==> config.mk <==
export PLATFORM = sky130hd
export DESIGN_NAME = cpu_clock_ctrl_flat
export DESIGN_NICKNAME = d
export VERILOG_FILES = /design/src/rtl/cpu_clock_ctrl_if.sv /design/src/rtl/cpu_clock_ctrl.sv /design/src/flat_wrapper.sv
export SDC_FILE = /design/constraint.sdc
export NUM_CORES = 1
export LEC_CHECK = 0
export ABC_CLOCK_PERIOD_IN_PS = 2800
export CORE_MARGIN = 2
export CORE_UTILIZATION = 57
export CTS_BUF_LIST = sky130_fd_sc_hd__clkbuf_4
export DETAILED_ROUTE_END_ITERATION = 10
export GPL_TIMING_DRIVEN = 1
export PLACE_DENSITY_LB_ADDON = 0.15
export RECOVER_POWER = 100
export SLEW_MARGIN = 20
export SYNTH_ARGS = -nofsm -noshare
export SYNTH_HDL_FRONTEND = slang
export SYNTH_SLANG_ARGS = --single-unit
==> constraint.sdc <==
create_clock -name clk -period 2.8 [get_ports clk]
set_clock_uncertainty 0.2 [all_clocks]
set_input_delay 0.28 -clock clk [delete_from_list [all_inputs] [get_ports clk]]
set_output_delay 0.28 -clock clk [all_outputs]
set_load 0.03 [all_outputs]
==> src/rtl/cpu_clock_ctrl_if.sv <==
// Control and status bundle for the CPU clock controller.
// Signalling: run_i, halt_i and clear_i are levels sampled on every rising
// clk edge; div_load is a one-cycle strobe qualifying div_i; step_i is a raw
// asynchronous button level; cpu_en is a registered one-cycle enable pulse.
interface cpu_clock_ctrl_if #(
    parameter int DIV_W = 32
);
    logic             run_i;
    logic             step_i;
    logic             halt_i;
    logic             clear_i;
    logic             div_load;
    logic [DIV_W-1:0] div_i;
    logic             cpu_en;
    logic             clk_slow;
    logic [1:0]       state_o;
    logic [15:0]      en_cnt;

    // Side that issues requests and observes the enable stream.
    modport master (
        output run_i,
        output step_i,
        output halt_i,
        output clear_i,
        output div_load,
        output div_i,
        input  cpu_en,
        input  clk_slow,
        input  state_o,
        input  en_cnt
    );

    // The clock controller itself.
    modport slave (
        input  run_i,
        input  step_i,
        input  halt_i,
        input  clear_i,
        input  div_load,
        input  div_i,
        output cpu_en,
        output clk_slow,
        output state_o,
        output en_cnt
    );
endinterface

==> src/rtl/cpu_clock_ctrl.sv <==
// CPU clock-enable generator: free-running divided enable (RUN), single-step
// from a debounced-by-synchroniser button (STEP), and a processor HALT that
// only clear_i can release. The FSM state is visible on state_o.
module cpu_clock_ctrl #(
    parameter int DIV_W       = 32,
    parameter int DIV_DEFAULT = 1
) (
    input  logic             clk,
    input  logic             rst_n,
    cpu_clock_ctrl_if.slave  bus
);

    typedef enum logic [1:0] {
        ST_STOP = 2'd0,
        ST_RUN  = 2'd1,
        ST_STEP = 2'd2,
        ST_HALT = 2'd3
    } state_t;

    state_t           state;
    state_t           state_next;
    logic [DIV_W-1:0] cnt;
    logic [DIV_W-1:0] cnt_next;
    logic [DIV_W-1:0] div_reg;
    logic [DIV_W-1:0] div_next;
    logic             cpu_en_q;
    logic             cpu_en_next;
    logic             clk_slow_q;
    logic [15:0]      en_cnt_q;
    logic             s1;
    logic             s2;
    logic             s3;
    logic             step_edge;

    // Two-flop synchroniser for the raw button plus one delay flop for edge detection.
    always_ff @(posedge clk or negedge rst_n) begin
        if (!rst_n) begin
            s1 <= 1'b0;
            s2 <= 1'b0;
            s3 <= 1'b0;
        end else begin
            s1 <= bus.step_i;
            s2 <= s1;
            s3 <= s2;
        end
    end

    // A step request is the rising edge of the synchronised button.
    assign step_edge = s2 & ~s3;

    // Next-state, counter and enable decode; a divisor load overrides the counter.
    always_comb begin
        state_next  = state;
        cnt_next    = cnt;
        div_next    = div_reg;
        cpu_en_next = 1'b0;
        case (state)
            ST_STOP: begin
                cnt_next = '0;
                if (bus.halt_i) begin
                    state_next = ST_HALT;
                end else if (bus.run_i) begin
                    state_next = ST_RUN;
                end else if (step_edge) begin
                    state_next  = ST_STEP;
                    cpu_en_next = 1'b1;
                end
            end
            ST_RUN: begin
                if (bus.halt_i) begin
                    state_next = ST_HALT;
                    cnt_next   = '0;
                end else if (!bus.run_i) begin
                    state_next = ST_STOP;
                    cnt_next   = '0;
                end else if (cnt == div_reg) begin
                    cnt_next    = '0;
                    cpu_en_next = 1'b1;
                end else begin
                    cnt_next = cnt + DIV_W'(1);
                end
            end
            ST_STEP: begin
                cnt_next   = '0;
                state_next = bus.halt_i ? ST_HALT : ST_STOP;
            end
            ST_HALT: begin
                cnt_next = '0;
                if (!bus.halt_i && bus.clear_i) begin
                    state_next = ST_STOP;
                end
            end
            default: begin
                state_next = ST_STOP;
                cnt_next   = '0;
            end
        endcase
        // A new divisor restarts the period; the pulse due this cycle in RUN is dropped.
        if (bus.div_load) begin
            div_next = bus.div_i;
            cnt_next = '0;
            if (state == ST_RUN) begin
                cpu_en_next = 1'b0;
            end
        end
    end

    // State, counter, divisor and output registers.
    always_ff @(posedge clk or negedge rst_n) begin
        if (!rst_n) begin
            state      <= ST_STOP;
            cnt        <= '0;
            div_reg    <= DIV_W'(DIV_DEFAULT);
            cpu_en_q   <= 1'b0;
            clk_slow_q <= 1'b0;
            en_cnt_q   <= 16'd0;
        end else begin
            state    <= state_next;
            cnt      <= cnt_next;
            div_reg  <= div_next;
            cpu_en_q <= cpu_en_next;
            if (cpu_en_next) begin
                clk_slow_q <= ~clk_slow_q;
                en_cnt_q   <= en_cnt_q + 16'd1;
            end
        end
    end

    assign bus.cpu_en   = cpu_en_q;
    assign bus.clk_slow = clk_slow_q;
    assign bus.state_o  = state;
    assign bus.en_cnt   = en_cnt_q;

endmodule

==> src/flat_wrapper.sv <==
// flat-port wrapper written by rule: the top's interface ports become plain ports
module cpu_clock_ctrl_flat 
#(
    parameter int DIV_W       = 32,
    parameter int DIV_DEFAULT = 1
)
  (clk, rst_n, bus_run_i, bus_step_i, bus_halt_i, bus_clear_i, bus_div_load, bus_div_i, bus_cpu_en, bus_clk_slow, bus_state_o, bus_en_cnt);
  cpu_clock_ctrl_if #(.DIV_W(DIV_W)) bus_i ();
  input  logic clk;
  input  logic rst_n;
  input wire logic [$bits(bus_i.run_i)-1:0] bus_run_i;
  input wire logic [$bits(bus_i.step_i)-1:0] bus_step_i;
  input wire logic [$bits(bus_i.halt_i)-1:0] bus_halt_i;
  input wire logic [$bits(bus_i.clear_i)-1:0] bus_clear_i;
  input wire logic [$bits(bus_i.div_load)-1:0] bus_div_load;
  input wire logic [$bits(bus_i.div_i)-1:0] bus_div_i;
  output wire logic [$bits(bus_i.cpu_en)-1:0] bus_cpu_en;
  output wire logic [$bits(bus_i.clk_slow)-1:0] bus_clk_slow;
  output wire logic [$bits(bus_i.state_o)-1:0] bus_state_o;
  output wire logic [$bits(bus_i.en_cnt)-1:0] bus_en_cnt;
  assign bus_i.run_i = bus_run_i;
  assign bus_i.step_i = bus_step_i;
  assign bus_i.halt_i = bus_halt_i;
  assign bus_i.clear_i = bus_clear_i;
  assign bus_i.div_load = bus_div_load;
  assign bus_i.div_i = bus_div_i;
  assign bus_cpu_en = bus_i.cpu_en;
  assign bus_clk_slow = bus_i.clk_slow;
  assign bus_state_o = bus_i.state_o;
  assign bus_en_cnt = bus_i.en_cnt;
  cpu_clock_ctrl #(.DIV_W(DIV_W), .DIV_DEFAULT(DIV_DEFAULT)) u_core (.clk(clk), .rst_n(rst_n), .bus(bus_i));
endmodule
==> flow_summary.toml <==
[status]
status = "finished clean"

[worst_setup_path]
critPathRequiredTime_ns = 2.96
setup.worst_path.class = "reg -> reg"
crit_fanout = 15
critPathArrivalTime_ns = 2.65
cp-end-kind = "register"
cp-start-kind = "register"

[timing]
maxSlewHeadroom = 0.1644
min_period_ns = 2.489
setup_violations = 0
hold_ws_ns = 0.1812
finalMaxSlewViolations = 0
tns_ns = 0
fmax_mhz = 401.8
hold_violations = 0
final.period_utilization = 0.8889
tightest_slew_ns = 1.253
rsz0062_at_grt = "false"

[finish]
drive_above_1_share = 0.1455
fin_util = 0.6973
diodes = 0
multi_input_area_um2 = 1929
syn_to_final_growth_pct = 19.16
fillers = 555
seq_area_um2 = 2178
nets = 472

[place]
place.gp.congestion = 0.8323
dp_hpwl_mm = 6.146
io_buffer_count = 58

[detailed_routing]
vias = 2804
drtIter0Drc = 189
ant_nets = 0
drtPass1Iterations = 4
route.detailed.drc = 0
routedWlPerCell_um = 15.39
routed_via_density = 5.271
wirelength_mm = 8.187

[power_and_ir_drop]
vdd_drop_max_mv = 0.3538
power_density_nw_per_um2 = 514.7
power_leakage_nw = 2.128

[global_route]
gr-total-overflow = 0
grt_pass1_vias = 2846
grt_max_degree = 54
grtUsageTotal = 0.2207
antenna_found_initial = 0
grt_pass1_wl_mm = 14.25

[synth]
syn-cell-area_um2 = 4199
syn-num-nets = 404
ys_types = 36
yosysWarnings = 0
ys_ff_latch = 87
synthTopCellsByArea = "dfrtp_1 (51%), xnor2_1 (9.4%), mux2_2 (8.8%), xor2_1 (6.9%), nor2_1 (3.6%)"
postSynthAreaPerCell_um2 = 11.66
synth_top_cell_area_share = 0.5125
syn_inst = 360
ys_seq_area_frac = 0.5188
yosysTopAreaCell = "dfrtp_1"

[clock_network]
clockRootBuffer = "clkbuf_4"
clockBufferDepth = 2
numCtsBuffers = 9
path_clk_slew_ns = 0.13
post_cts_resize_count = 0
clock_latency_ns = 0.42
cts_tree = "built"
htreeDepth = 3
cts.sinks = 87

[die]
die_x_um = 89.83
dieHeight_um = 89.83
core_um2 = 7176
initial_core_util = 0.5852
ios = 59
fp.dieArea_um2 = 8069
rows = 31

[flow_run]
maxCapViolations = 0

[worst_hold_path]
hold_class = "reg -> reg"
-- per-stage QoR --
stage | cells | cell area, um^2 | worst slack (ns) | power (W)
final | 532 | 5004 | 0.3110 | 0.002575
after global routing | 532 | 5004 | 0.1347 | 0.002726
after CTS | 532 | 5054 | 0.3592 | 0.002630
after detailed placement | 515 | 4912 | 0.3896 | 0.001952
after global placement | 515 | 4912 | 0.3938 | 0.001937
after floorplan | 360 | 4199 | 0.7565 | 0.001720
-- area by class of cell --
class / count / area share
repair buffers: 66 / 0.1228
flip-flops and latches: 87 / 0.4354
clock inverters: 7 / 0.01275
multi-input cells: 257 / 0.3856
inverters: 7 / 0.005251
well taps: 99 / 0.02476
clock buffers: 9 / 0.01350
-- path summary, 6_finish.rpt --
check | startpoint | to | slack (ns) | depth (start not counted)
max in group asynchronous | rst_n | u_core.bus.en_cnt[3]$_DFFE_PN0P_ | 0.57 | 3
worst min register to register | u_core.s1$_DFF_PN0_ | u_core.s2$_DFF_PN0_ | 0.18 | 0
min in group asynchronous | rst_n | u_core.div_reg[6]$_DFFE_PN0P_ | 0.45 | 2
worst min-delay path | u_core.s1$_DFF_PN0_ | u_core.s2$_DFF_PN0_ | 0.18 | 0
worst max register to register | u_core.cnt[5]$_DFF_PN0_ | u_core.bus.en_cnt[13]$_DFFE_PN0P_ | 0.31 | 6
worst max-delay path | u_core.cnt[5]$_DFF_PN0_ | u_core.bus.en_cnt[13]$_DFFE_PN0P_ | 0.31 | 6
-- power breakdown --
part	switching, W	internal (W)
Sequential	0.0000785	0.00135
Combinational	0.000250	0.000227
Clock	0.000408	0.000265
-- metal layers --
layer,track usage,wire length [um]
met5,0,0
met4,0.03846,68
met3,0.06035,337
met2,0.3529,3858
met1,0.3100,3924
-- kinds of logic after synthesis --
group | after synthesis | synth area share
AO/OA/AOI/OAI | 20 | 0.03516
XOR/XNOR | 78 | 0.1627
adder cells (fa/ha/maj) | 5 | 0.01490
buffers and inverters | 16 | 0.01609
flip-flops | 87 | 0.5188
multiplexers | 33 | 0.08850
AND/OR/NAND/NOR | 121 | 0.1639
-- layout by cell type (no fill, tap or decap), drive strengths merged, types with 6 or more instances in the layout --
| cell | instances |
|---|---|
| dfrtp | 86 |
| clkbuf | 17 |
| nand4 | 15 |
| inv | 7 |
| xor2 | 33 |
| nor2 | 40 |
| nand3 | 18 |
| nand2 | 21 |
| clkinv | 6 |
| mux2 | 33 |
| a21oi | 9 |
| and3 | 6 |
| xnor2 | 45 |
| clkdlybuf4s50 | 35 |
| dlygate4sd3 | 23 |
-- synth_stat cells (all sizes together) --
cell / count
ha: 5
xnor2: 45
nor3: 4
a21boi: 2
nor4: 4
or3: 2
nor3b: 1
nor2: 40
dfstp: 1
buf: 1
nor2b: 2
mux2: 33
inv: 7
dfrtp: 86
o31ai: 2
nand4: 15
a2111oi: 1
and3: 6
clkbuf: 8
xor2: 33
and4: 3
and3b: 1
nand3: 18
a21oi: 9
a211oi: 4
nand2: 21
o21ai: 2
or2: 2
and2: 2
-- worst max-delay path, stage by stage (launching register included) --
cell and delay (ns):
dfrtp_1 0.47, xnor2_1 0.27, nand4_1 0.18, nor4_4 0.35, nand3_4 0.22, a2111oi_0 0.54, xor2_1 0.18
-- repair_timing --
item,4_1_cts,5_1_grt
hold buffers,1,0
buffers inserted,0,0
endpoints found under the hold margin,50,0
(Power assumes the default switching activity.)
